File: src/rtl/shift_reg_ctrl_if.sv
// rtl/shift_reg_ctrl_if.sv - command, fill-stream and drain-stream bundle of shift_reg_ctrl
// master drives commands and fill words; slave is the controller.
interface shift_reg_ctrl_if #(
  parameter int DATA_WIDTH = 8
);
  logic                  cmd_valid;
  logic [1:0]            cmd_op;
  logic                  cmd_ready;
  logic                  wr_valid;
  logic [DATA_WIDTH-1:0] wr_data;
  logic                  wr_ready;
  logic                  rd_valid;
  logic [DATA_WIDTH-1:0] rd_data;
  logic                  done;
  logic                  err;

  modport master (
    output cmd_valid, cmd_op, wr_valid, wr_data,
    input  cmd_ready, wr_ready, rd_valid, rd_data, done, err
  );

  modport slave (
    input  cmd_valid, cmd_op, wr_valid, wr_data,
    output cmd_ready, wr_ready, rd_valid, rd_data, done, err
  );
endinterface

File: src/rtl/shift_reg_ctrl.sv
// rtl/shift_reg_ctrl.sv - LOAD/DRAIN/FILL sequencer for an external LENGTH-word shift register
// Optional macro SHIFT_REG_CTRL_ERR_EN: illegal opcode 3 raises a one-cycle err pulse.
module shift_reg_ctrl #(
  parameter int DATA_WIDTH = 8,
  parameter int LENGTH     = 4
) (
  input  logic                  clk,
  input  logic                  reset_n,
  shift_reg_ctrl_if.slave       bus,
  output logic [1:0]            sr_ctrl_code,
  output logic [DATA_WIDTH-1:0] sr_data_write,
  input  logic [DATA_WIDTH-1:0] sr_data_read,
  input  logic                  sr_en
);

  localparam int CW = (LENGTH > 1) ? $clog2(LENGTH) : 1;
  localparam logic [CW-1:0] CNT_LAST = CW'(LENGTH - 1);

  localparam logic [1:0] SR_UPLOAD = 2'd0;
  localparam logic [1:0] SR_LOAD   = 2'd1;
  localparam logic [1:0] SR_WRITE  = 2'd2;
  localparam logic [1:0] SR_READ   = 2'd3;

`ifdef SHIFT_REG_CTRL_ERR_EN
  localparam logic ERR_EN = 1'b1;
`else
  localparam logic ERR_EN = 1'b0;
`endif

  typedef enum logic [2:0] {
    S_IDLE,
    S_LOAD,
    S_DRAIN,
    S_DRAIN_LAST,
    S_FILL,
    S_UPLD
  } state_t;

  state_t        state_q, state_d;
  logic [CW-1:0] cnt_q, cnt_d;
  logic          done_q, done_d;
  logic          err_q, err_d;
  logic          rd_valid_q, rd_valid_d;
  logic          cmd_ready;
  logic          wr_ready;

  always_comb begin
    state_d       = state_q;
    cnt_d         = cnt_q;
    done_d        = 1'b0;
    err_d         = 1'b0;
    rd_valid_d    = 1'b0;
    cmd_ready     = 1'b0;
    wr_ready      = 1'b0;
    sr_ctrl_code  = SR_UPLOAD;
    sr_data_write = bus.wr_data;

    case (state_q)
      S_IDLE: begin
        cmd_ready = 1'b1;
        if (bus.cmd_valid) begin
          case (bus.cmd_op)
            2'd0:    state_d = S_LOAD;
            2'd1:    state_d = S_DRAIN;
            2'd2:    state_d = S_FILL;
            default: err_d   = ERR_EN;
          endcase
        end
      end
      S_LOAD: begin
        sr_ctrl_code = SR_LOAD;
        if (sr_en) begin
          state_d = S_IDLE;
          done_d  = 1'b1;
        end
      end
      S_DRAIN: begin
        sr_ctrl_code = SR_READ;
        if (sr_en) begin
          rd_valid_d = 1'b1;
          if (cnt_q == CNT_LAST) state_d = S_DRAIN_LAST;
          else                   cnt_d   = cnt_q + CW'(1);
        end
      end
      S_DRAIN_LAST: begin
        state_d = S_IDLE;
        done_d  = 1'b1;
      end
      S_FILL: begin
        wr_ready = sr_en;
        if (bus.wr_valid && sr_en) begin
          sr_ctrl_code = SR_WRITE;
          if (cnt_q == CNT_LAST) state_d = S_UPLD;
          else                   cnt_d   = cnt_q + CW'(1);
        end
      end
      S_UPLD: begin
        if (sr_en) begin
          state_d = S_IDLE;
          done_d  = 1'b1;
        end
      end
      default: state_d = S_IDLE;
    endcase

    // Counter restarts from zero for every command.
    if (state_d == S_IDLE) cnt_d = '0;
  end

  always_ff @(posedge clk or negedge reset_n) begin
    if (!reset_n) begin
      state_q    <= S_IDLE;
      cnt_q      <= '0;
      done_q     <= 1'b0;
      err_q      <= 1'b0;
      rd_valid_q <= 1'b0;
    end else begin
      state_q    <= state_d;
      cnt_q      <= cnt_d;
      done_q     <= done_d;
      err_q      <= err_d;
      rd_valid_q <= rd_valid_d;
    end
  end

  // The shift register already registers its read word, so it lines up with rd_valid_q.
  assign bus.rd_data   = rd_valid_q ? sr_data_read : '0;
  assign bus.rd_valid  = rd_valid_q;
  assign bus.done      = done_q;
  assign bus.err       = err_q;
  assign bus.cmd_ready = cmd_ready;
  assign bus.wr_ready  = wr_ready;

endmodule

File: src/flat_wrapper.sv
// flat-port wrapper written by rule: the top's interface ports become plain ports
module shift_reg_ctrl_flat 
#(
  parameter int DATA_WIDTH = 8,
  parameter int LENGTH     = 4
)
  (clk, reset_n, sr_ctrl_code, sr_data_write, sr_data_read, sr_en, bus_cmd_valid, bus_cmd_op, bus_wr_valid, bus_wr_data, bus_cmd_ready, bus_wr_ready, bus_rd_valid, bus_rd_data, bus_done, bus_err);
  shift_reg_ctrl_if #(.DATA_WIDTH(DATA_WIDTH)) bus_i ();
  input  logic clk;
  input  logic reset_n;
  output logic [1:0] sr_ctrl_code;
  output logic [DATA_WIDTH-1:0] sr_data_write;
  input  logic [DATA_WIDTH-1:0] sr_data_read;
  input  logic sr_en;
  input wire logic [$bits(bus_i.cmd_valid)-1:0] bus_cmd_valid;
  input wire logic [$bits(bus_i.cmd_op)-1:0] bus_cmd_op;
  input wire logic [$bits(bus_i.wr_valid)-1:0] bus_wr_valid;
  input wire logic [$bits(bus_i.wr_data)-1:0] bus_wr_data;
  output wire logic [$bits(bus_i.cmd_ready)-1:0] bus_cmd_ready;
  output wire logic [$bits(bus_i.wr_ready)-1:0] bus_wr_ready;
  output wire logic [$bits(bus_i.rd_valid)-1:0] bus_rd_valid;
  output wire logic [$bits(bus_i.rd_data)-1:0] bus_rd_data;
  output wire logic [$bits(bus_i.done)-1:0] bus_done;
  output wire logic [$bits(bus_i.err)-1:0] bus_err;
  assign bus_i.cmd_valid = bus_cmd_valid;
  assign bus_i.cmd_op = bus_cmd_op;
  assign bus_i.wr_valid = bus_wr_valid;
  assign bus_i.wr_data = bus_wr_data;
  assign bus_cmd_ready = bus_i.cmd_ready;
  assign bus_wr_ready = bus_i.wr_ready;
  assign bus_rd_valid = bus_i.rd_valid;
  assign bus_rd_data = bus_i.rd_data;
  assign bus_done = bus_i.done;
  assign bus_err = bus_i.err;
  shift_reg_ctrl #(.DATA_WIDTH(DATA_WIDTH), .LENGTH(LENGTH)) u_core (.clk(clk), .reset_n(reset_n), .bus(bus_i), .sr_ctrl_code(sr_ctrl_code), .sr_data_write(sr_data_write), .sr_data_read(sr_data_read), .sr_en(sr_en));
endmodule
File: config.mk
export PLATFORM = sky130hd
export DESIGN_NAME = shift_reg_ctrl_flat
export DESIGN_NICKNAME = d
export VERILOG_FILES = /design/src/rtl/shift_reg_ctrl_if.sv /design/src/rtl/shift_reg_ctrl.sv /design/src/flat_wrapper.sv
export SDC_FILE = /design/constraint.sdc
export NUM_CORES = 1
export LEC_CHECK = 0
export ABC_AREA = 0
export CELL_PAD_IN_SITES_DETAIL_PLACEMENT = 0
export CELL_PAD_IN_SITES_GLOBAL_PLACEMENT = 1
export CORE_ASPECT_RATIO = 0.75
export CORE_MARGIN = 1.5
export CORE_UTILIZATION = 23
export CTS_CLUSTER_SIZE = 20
export DETAILED_ROUTE_END_ITERATION = 6
export PLACE_DENSITY_LB_ADDON = 0.05
export SYNTH_ARGS = -nofsm -noshare
export SYNTH_HDL_FRONTEND = slang
export SYNTH_SLANG_ARGS = --single-unit
File: constraint.sdc
create_clock -name clk -period 4.1 [get_ports clk]
set_input_delay 1.025 -clock clk [delete_from_list [all_inputs] [get_ports clk]]
set_output_delay 1.025 -clock clk [all_outputs]
set_load 0.1 [all_outputs]
==> results.json, run 1 <==
{
  "status": "finished clean",
  "drt_iter0_drc": 4,
  "synth_edf_count": 0,
  "synth_ff_type": "dfrtp_1",
  "cts_tree": "built",
  "postRouteWirelength_um": 1247,
  "cpPeakStageDelay_ps": 510,
  "portBuffers": 28,
  "start_util_pct": 24.91,
  "max_slew.worst_pin.slew_ps": 970.8,
  "cts.sinks": 7,
  "hold_ws_ps": 539.1,
  "ir_drop_v": 0.0002125,
  "drt-vias-per-instance": 4.017,
  "grt_use_met1_pct": 11.87,
  "ys_types": 25,
  "route.detailed.drc": 0,
  "cts_resized": 0,
  "ff2ff_setup_slack_ps": 2570,
  "r2r_end": "u_core.cnt_q[1]$_DFFE_PN0P_",
  "cts-root-buf": "clkbuf_4",
  "rsz0062_at_grt": "no",
  "netlist_area_um2": 584.3,
  "hold_viol": 0,
  "place_hpwl_um": 1017,
  "maxCapViolCount": 0,
  "startpoint": "sr_en",
  "diodes": 0,
  "clk_latency_ps": 250,
  "coreArea_um2": 2346,
  "routabilityCongestion": 0.6999,
  "grt_use_total_pct": 9.102,
  "synth_warnings": 0,
  "clk_pin_slew_worst_paths_ps": 50,
  "ant_nets": 0,
  "avgRoutedWirePerCell_um": 10.57,
  "fin_util_pct": 35.68,
  "worstPathArrival_ps": 2250,
  "worst_setup_path_end_kind": "output pin",
  "pre_cts_ws_ps": 807.5,
  "finClkSkew_ps": 4.582,
  "async_flop_share_pct": 100.0,
  "cts_made_buffers": 3,
  "path_class": "in -> out",
  "syn_inst": 64,
  "met3_usage_pct": 5.337,
  "cpMaxStageDelayCell": "clkdlybuf4s50_1",
  "num_vias": 474,
  "cp_max_fo": 4,
  "post-route-min-period_ps": 3272,
  "slew_viol_final": 0,
  "avgSynthCellArea_um2": 9.130,
  "period_share_pct": 79.81,
  "cts_setup_buffers": 0,
  "die_w_um": 61.20,
  "rows": 15,
  "cp-start-kind": "primary input",
  "grt_use_met2_pct": 12.13,
  "finalSetupTns_ps": 0,
  "area_delta_synth_final_pct": 43.25,
  "fmax_mhz": 305.6,
  "htree_levels": 1,
  "required_ps": 3070,
  "min_path_type": "reg -> reg",
  "ys_seq_elements": 7,
  "setup_viol": 0,
  "ioPinCount": 46,
  "cts_hold_buf": 0,
  "path_cells": "clkdlybuf4s50_1 > inv_1 > nor4b_2 > buf_12",
  "relSlewSlack_pct": 35.08,
  "fin_cells": 118,
  "power_density_nw_per_um2": 793.5,
  "grt_max_degree": 14,
  "dp_cells": 114,
  "die_height_um": 46.65,
  "reg2reg_from": "u_core.state_q[2]$_DFF_PN0_",
  "nNetsFinal": 109,
  "crit_path_end": "bus_wr_ready",
  "first_global_vias": 405,
  "grt.overflow.total": 0,
  "grt_pass1_wl_um": 1773,
  "rr_worst_depth": 4,
  "n_fill_cell": 241,
  "syn_nets": 88,
  "die_area_um2": 2855,
  "p_leak_nw": 0.3754,
  "drive_gt1_share_pct": 23.81,
  "clockBufferDepth": 2,
  "top_usage_layer": "met2",
  "antenna_found_initial": 0,
  "dr.pass1.iters": 4,
  "ys_seq_area_share_pct": 29.98,
  "layout_setup_ws_ps": 827.9
}
## Yosys cell counts, types with 2 or more instances
| master | number | area share, % |
|---|---|---|
| buf_4 | 10 | 13 |
| and2_1 | 8 | 8.6 |
| dfrtp_1 | 7 | 30 |
| nor2_1 | 6 | 3.9 |
| nand2_1 | 5 | 3.2 |
| inv_1 | 3 | 1.9 |
| nor3_1 | 3 | 2.6 |
| a211oi_1 | 2 | 2.6 |
| a31oi_1 | 2 | 2.1 |
| buf_6 | 2 | 3.9 |
| xnor2_1 | 2 | 3.0 |
## sequential cells by signal, summed over array words and instances (netlist names)
name	count
u_core.state_q	3
u_core.cnt_q	2
u_core.bus.done	1
u_core.bus.rd_valid	1
## logic make-up after synthesis
family / after synthesis / synth area share [%]
muxes: 1 / 1.713
and+or+nand+nor: 27 / 27.84
DFF: 7 / 29.98
xor gates and xnor gates: 2 / 2.998
AOI/OAI and AO/OA: 10 / 16.06
other: 1 / 0.6418
adders and majority gates: 1 / 2.141
buffers and inverters: 15 / 18.63
## layout by cell type, fill, tap and decap left out
cell type        instances
clkbuf_4                 3
a211o_2                  1
nand4_1                  1
conb_1                   1
nor2_1                   6
nor4b_2                  1
clkdlybuf4s50_1         16
a21oi_1                  1
nand2b_4                 1
a211oi_1                 2
or2b_1                   1
clkbuf_1                 1
nand3b_4                 1
ha_1                     1
mux2i_1                  1
a21boi_0                 1
buf_12                   2
o21a_1                   1
a31oi_1                  2
inv_1                    3
nand2_1                  5
dfrtp_1                  7
buf_4                   10
and2_1                   8
a2111oi_4                1
xnor2_1                  2
a221oi_1                 1
nor3_1                   3
## per-layer routing
| layer | vias to the layer above | wire length, um | part of all wire (%) |
|---|---|---|---|
| met5 | - | 0 | 0 |
| met4 | 0 | 4 | 0.32 |
| met3 | 2 | 154 | 12 |
| met2 | 27 | 499 | 40 |
| met1 | 200 | 589 | 47 |
| li1 | 245 | - | - |
## per-stage QoR
| stage | cell area [um^2] | power, mW |
|---|---|---|
| final | 837.1 | 0.6642 |
| after global routing | 837.1 | 0.6986 |
| after CTS | 837.1 | 0.6732 |
| after detailed placement | 810.8 | 0.6085 |
| after global placement | 810.8 | 0.6136 |
| after floorplan | 590.6 | 0.5529 |
## critical path: cells and delay by family
| family | cells | cell delay [ps] |
|---|---|---|
| AND/OR/NAND/NOR | 1 | 370 |
| buffers and inverters | 3 | 850 |
## worst min-delay path by stage
stage | start | cells past startpoint | slack, ps | endpoint
after floorplan | u_core.cnt_q[1]$_DFFE_PN0P_ | 2 | 490 | u_core.cnt_q[1]$_DFFE_PN0P_
after global placement | u_core.cnt_q[1]$_DFFE_PN0P_ | 2 | 530 | u_core.cnt_q[1]$_DFFE_PN0P_
after detailed placement | u_core.cnt_q[1]$_DFFE_PN0P_ | 2 | 530 | u_core.cnt_q[1]$_DFFE_PN0P_
after CTS | u_core.cnt_q[1]$_DFFE_PN0P_ | 2 | 550 | u_core.cnt_q[1]$_DFFE_PN0P_
after global routing | u_core.cnt_q[1]$_DFFE_PN0P_ | 2 | 580 | u_core.cnt_q[1]$_DFFE_PN0P_
final | u_core.cnt_q[1]$_DFFE_PN0P_ | 2 | 540 | u_core.cnt_q[1]$_DFFE_PN0P_
## where the power goes
part / switching (mW) / internal [mW]
registers: 0.0458 / 0.0872
logic: 0.329 / 0.141
clock network: 0.0244 / 0.0371
total: 0.399 / 0.265
## final cells by class
class	instances	area (um^2)	share of cell area, %
sequential	7	175.2	20.93
tap	34	42.54	5.082
clock buffer	4	26.28	3.139
multi-input combinational	42	306.5	36.62
inverter	3	11.26	1.345
timing repair buffer	28	275.3	32.88
(Power assumes the default switching activity.)
==> run 2, diff against run 1 <==
--- a/config.mk
+++ b/config.mk
@@ -10,7 +10,7 @@
 export CELL_PAD_IN_SITES_GLOBAL_PLACEMENT = 1
 export CORE_ASPECT_RATIO = 0.75
 export CORE_MARGIN = 1.5
-export CORE_UTILIZATION = 23
+export CORE_UTILIZATION = 20
 export CTS_CLUSTER_SIZE = 20
 export DETAILED_ROUTE_END_ITERATION = 6
 export PLACE_DENSITY_LB_ADDON = 0.05
==> constraint.sdc (replaced) <==
create_clock -name clk -period 2.9 [get_ports clk]
set_input_delay 0.725 -clock clk [delete_from_list [all_inputs] [get_ports clk]]
set_output_delay 0.725 -clock clk [all_outputs]
set_load 0.1 [all_outputs]
==> run 2 against run 1 <==
Against the previous run: sequential share of layout area down 2.7 points; worst hold slack worse by 1.6 ps; flip-flop and latch count unchanged; utilization up 0.14 points; design area up 15%; count of clock-buffer cells in the layout unchanged; non-clock buffer count unchanged; combinational power up 51%; clock power up 120%; largest power group unchanged; register-to-register slack worse by 1200 ps.
==> results.json, run 2 (synthesis gave the netlist of run 1 again) <==
{
  "status": "finished clean",
  "worst_setup_path_end_kind": "output pin",
  "fmax_mhz": 367.9,
  "rsz0062_at_grt": "no",
  "slew_viol_final": 0,
  "area_delta_synth_final_pct": 64.45,
  "nNetsFinal": 109,
  "worstPathArrival_ps": 1990,
  "p_leak_nw": 0.4108,
  "grt_max_degree": 14,
  "cp-start-kind": "primary input",
  "required_ps": 2170,
  "cts_hold_buf": 0,
  "drt-vias-per-instance": 4.167,
  "antenna_found_initial": 0,
  "maxCapViolCount": 0,
  "hold_viol": 0,
  "min_path_type": "reg -> reg",
  "first_global_vias": 461,
  "place_hpwl_um": 1192,
  "route.detailed.drc": 0,
  "largest_register_ffs": 3,
  "ant_nets": 0,
  "reg_top3": "u_core.state_q (3), u_core.cnt_q (2)",
  "grt.overflow.total": 0,
  "cts_resized": 0,
  "cts_tree": "built",
  "rows": 16,
  "layout_setup_ws_ps": 181.8,
  "dr.pass1.iters": 2,
  "postRouteWirelength_um": 1494,
  "pre_cts_ws_ps": 170.0,
  "cp_max_fo": 4,
  "critical_path.top_delay_family": "buffers and inverters",
  "n_fill_cell": 287,
  "cts-root-buf": "clkbuf_8",
  "cpPeakStageDelay_ps": 540,
  "finClkSkew_ps": 1.005,
  "clk_latency_ps": 230,
  "coreArea_um2": 2683,
  "ir_drop_v": 0.0003125,
  "die_area_um2": 3258,
  "path_cells": "clkdlybuf4s50_1 > inv_1 > nor4b_2 > buf_12",
  "portBuffers": 28,
  "max_slew.worst_pin.slew_ps": 533.0,
  "avgRoutedWirePerCell_um": 12.45,
  "grt_use_total_pct": 9.842,
  "layout_common_cells": "clkdlybuf4s50_1 (14), buf_12 (10), and2_1 (8)",
  "period_share_pct": 93.73,
  "routabilityCongestion": 0.7450,
  "drive_gt1_share_pct": 28.57,
  "cpMaxStageDelayCell": "clkdlybuf4s50_1",
  "cts_setup_buffers": 0,
  "die_height_um": 49.81,
  "die_w_um": 65.42,
  "place_area_um2": 915.9,
  "ioPinCount": 46,
  "num_vias": 500,
  "htree_levels": 1,
  "drt_iter0_drc": 13,
  "cts.sinks": 7,
  "clk_pin_slew_worst_paths_ps": 40,
  "max_flop_register": "u_core.state_q",
  "post-route-min-period_ps": 2718,
  "hold_ws_ps": 537.5,
  "start_util_pct": 21.78,
  "relSlewSlack_pct": 64.47,
  "final_area_um2": 960.9,
  "fin_util_pct": 35.82,
  "diodes": 0,
  "power_density_nw_per_um2": 1086,
  "p_total_mw": 1.043,
  "grt_pass1_wl_um": 2311,
  "cts_made_buffers": 3,
  "setup_viol": 0,
  "worstPathBufferInverterCount": 3,
  "path_class": "in -> out",
  "clockBufferDepth": 2,
  "final_common_cell": "clkdlybuf4s50_1"
}
## run 2: cell types whose count changed in the layout (fill, tap and decap cells not counted), sizes merged
cell,delta
buf,+2
clkdlybuf4s50,-2
## run 2: area by class of cell
| cell class | count | area [um^2] | area share, % |
|---|---|---|---|
| Clock buffer | 4 | 45.04 | 4.687 |
| Inverter | 3 | 11.26 | 1.172 |
| Multi-Input combinational cell | 42 | 314.1 | 32.68 |
| Sequential cell | 7 | 175.2 | 18.23 |
| Tap cell | 36 | 45.04 | 4.687 |
| Timing Repair Buffer | 28 | 370.4 | 38.54 |
## run 2: final timing paths
kind                                              from                           to  slack [ps]  depth (start not counted)
setup / recovery                                 sr_en                 bus_wr_ready         180                          4
hold / removal             u_core.cnt_q[1]$_DFFE_PN0P_  u_core.cnt_q[1]$_DFFE_PN0P_         540                          2
setup reg to reg           u_core.state_q[2]$_DFF_PN0_  u_core.cnt_q[1]$_DFFE_PN0P_        1320                          4
hold reg to reg            u_core.cnt_q[1]$_DFFE_PN0P_  u_core.cnt_q[1]$_DFFE_PN0P_         540                          2
max in group asynchronous                      reset_n  u_core.state_q[1]$_DFF_PN0_        1880                          1
min in group asynchronous                      reset_n  u_core.state_q[0]$_DFF_PN0_         770                          1
## run 2: report_power, final
group	switching [mW]	total, mW	internal (mW)
clock network	0.0410	0.136	0.0950
logic	0.478	0.712	0.234
registers	0.0720	0.196	0.124
## run 2: metal layers
metal  track usage (%)  wire [um]  vias to the layer above  share of wire [%]
li1                  -          -                      247                  -
met3             4.566        157                        6                 11
met1             14.45        775                      222                 52
met2             10.88        544                       25                 36
met5                 0          0                        -                  0
met4             6.250         16                        0                1.1
## run 2: worst min-delay path, delay by kind of cell, from the launching register on
kind,cells,cell delay (ps)
flip-flops,1,340
multiplexers,1,70
AND/OR/NAND/NOR,1,80
## run 2: metrics by stage
step,TNS (ps),instances
after floorplan,-367.3,64
after global placement,0,116
after detailed placement,0,116
after CTS,0,120
after global routing,0,120
final,0,120
==> run 3, diff against run 2 <==
--- a/config.mk
+++ b/config.mk
@@ -8,11 +8,11 @@
 export ABC_AREA = 0
 export CELL_PAD_IN_SITES_DETAIL_PLACEMENT = 0
 export CELL_PAD_IN_SITES_GLOBAL_PLACEMENT = 1
-export CORE_ASPECT_RATIO = 0.75
 export CORE_MARGIN = 1.5
-export CORE_UTILIZATION = 20
+export CORE_UTILIZATION = 36
 export CTS_CLUSTER_SIZE = 20
 export DETAILED_ROUTE_END_ITERATION = 6
+export DONT_BUFFER_PORTS = 1
 export PLACE_DENSITY_LB_ADDON = 0.05
 export SYNTH_ARGS = -nofsm -noshare
 export SYNTH_HDL_FRONTEND = slang
==> constraint.sdc (replaced) <==
create_clock -name clk -period 2.2 [get_ports clk]
set_input_delay 0.44 -clock clk [delete_from_list [all_inputs] [get_ports clk]]
set_output_delay 0.44 -clock clk [all_outputs]
set_load 0.1 [all_outputs]
==> run 3 against run 2 <==
Against the previous run: power rose by 25%; clock skew is 1.2 ps higher; global-route usage grew 5.2 points; critical endpoint is now sr_ctrl_code[1]; largest cell class is now multi-input gates.
==> results.json, run 3 (synthesis gave the netlist of run 1 again) <==
{
  "first_global_vias": 473,
  "die_height_um": 43.29,
  "drt-vias-per-instance": 5.517,
  "max_flop_register": "u_core.state_q",
  "cts-root-buf": "clkbuf_4",
  "reg2reg_from": "u_core.state_q[1]$_DFF_PN0_",
  "routabilityCongestion": 0.7601,
  "portBuffers": 0,
  "ant_nets": 0,
  "htree_levels": 1,
  "dr.pass1.iters": 4,
  "cp_max_fo": 10,
  "rows": 14,
  "min_path_type": "in -> reg",
  "clk_latency_ps": 260,
  "clockBufferDepth": 2,
  "cts_setup_buffers": 0,
  "post-route-min-period_ps": 2027,
  "fmax_mhz": 493.4,
  "max_slew.worst_pin.slew_ps": 587.8,
  "multi_input_area_um2": 341.6,
  "rr_worst_depth": 4,
  "p_leak_nw": 0.3595,
  "num_vias": 480,
  "postRouteWirelength_um": 1276,
  "antenna_found_initial": 0,
  "cpPeakStageDelay_ps": 550,
  "grt_pass1_wl_um": 2007,
  "fin_util_pct": 53.24,
  "largest_register_ffs": 3,
  "drt_iter0_drc": 11,
  "fin_cells": 87,
  "clk_pin_slew_worst_paths_ps": 50,
  "ioPinCount": 46,
  "r2r_end": "u_core.cnt_q[1]$_DFFE_PN0P_",
  "cts_resized": 0,
  "seqCellArea_um2": 175.2,
  "final_common_cell": "buf_12",
  "start_util_pct": 38.79,
  "ir_drop_v": 0.0006981,
  "rsz0062_at_grt": "no",
  "worstHoldEndpoint": "u_core.state_q[0]$_DFF_PN0_",
  "worst_setup_path_end_kind": "output pin",
  "diodes": 0,
  "grt_max_degree": 14,
  "hold_ws_ps": 339.3,
  "power_density_nw_per_um2": 1629,
  "status": "finished clean",
  "path_class": "reg -> out",
  "relSlewSlack_pct": 60.82,
  "cts_made_buffers": 3,
  "cts_tree": "built",
  "cts.sinks": 7,
  "setup_viol": 0,
  "place_area_um2": 765.7,
  "area_delta_synth_final_pct": 37.26,
  "hold_viol": 0,
  "ff2ff_setup_slack_ps": 600,
  "avgRoutedWirePerCell_um": 14.67,
  "hold_path_depth": 2,
  "grt_use_total_pct": 15.02,
  "worstHoldStart": "bus_cmd_valid",
  "worstPathArrival_ps": 1590,
  "dp_cells": 82,
  "die_w_um": 43.29,
  "die_area_um2": 1874,
  "finClkSkew_ps": 2.189,
  "finalSetupTns_ps": 0,
  "maxCapViolCount": 0,
  "slew_viol_final": 0,
  "nNetsFinal": 96,
  "period_share_pct": 92.13,
  "coreArea_um2": 1506,
  "route.detailed.drc": 0,
  "cp-start-kind": "flip-flop",
  "reg_top3": "u_core.state_q (3), u_core.cnt_q (2)",
  "drive_gt1_share_pct": 46.48,
  "place_hpwl_um": 1046,
  "n_fill_cell": 138,
  "required_ps": 1760,
  "cpMaxStageDelayCell": "dfrtp_1",
  "path_cells": "nand3b_4 > o21a_1 > nor2_2 > buf_12",
  "final_area_um2": 802.0,
  "layout_common_cells": "buf_12 (9), and2_2 (8), dfrtp_1 (7)",
  "grt.overflow.total": 0
}
==> run 3: metrics by stage <==
stage	power, mW	setup WS, ps
after floorplan	1.062	-84.72
after global placement	1.175	484.3
after detailed placement	1.188	450.1
after CTS	1.320	161.9
after global routing	1.354	109.9
final	1.306	173.2
==> run 3: cell type report <==
class                           count  area share [%]
Multi-Input combinational cell     42           42.59
Timing Repair Buffer               15           28.39
Clock buffer                        4           3.276
Sequential cell                     7           21.84
Inverter                            3           1.404
Tap cell                           16           2.496
==> run 3: how the worst max path moves through the flow <==
stage / from / endpoint / cells after the start / slack [ps]
6_report: u_core.state_q[1]$_DFF_PN0_ / sr_ctrl_code[1] / 4 / 170
5_1_grt: u_core.state_q[1]$_DFF_PN0_ / sr_ctrl_code[1] / 4 / 110
4_1_cts: u_core.state_q[1]$_DFF_PN0_ / sr_ctrl_code[1] / 4 / 160
3_5_place_dp: u_core.state_q[1]$_DFF_PN0_ / sr_ctrl_code[1] / 4 / 450
3_3_place_gp: u_core.state_q[1]$_DFF_PN0_ / sr_ctrl_code[1] / 4 / 480
2_1_floorplan: u_core.state_q[0]$_DFF_PN0_ / bus_cmd_ready / 2 / -80
==> run 3: per-layer routing <==
layer	vias up	track usage [%]	routed length, um
met2	27	26.57	639
li1	221	-	-
met3	5	1.702	114
met5	-	0	0
met4	0	13.33	39
met1	227	15.00	482
==> run 3: repair_timing <==
action                                  CTS  global route
endpoints found under the setup margin    0             0
hold buffers                              1             0
endpoints found under the hold margin     7             0
==> run 3: power by group <==
part | internal [mW] | switching [mW]
sequential | 0.162 | 0.101
clock | 0.0695 | 0.0518
combinational | 0.296 | 0.626
total | 0.527 | 0.779
==> run 3: worst max-delay path: cells and delay by family, from the launching register on <==
| kind | cells | cell delay (ps) |
|---|---|---|
| compound gates | 1 | 200 |
| buf+inv | 1 | 190 |
| flops | 1 | 550 |
| simple gates | 2 | 380 |
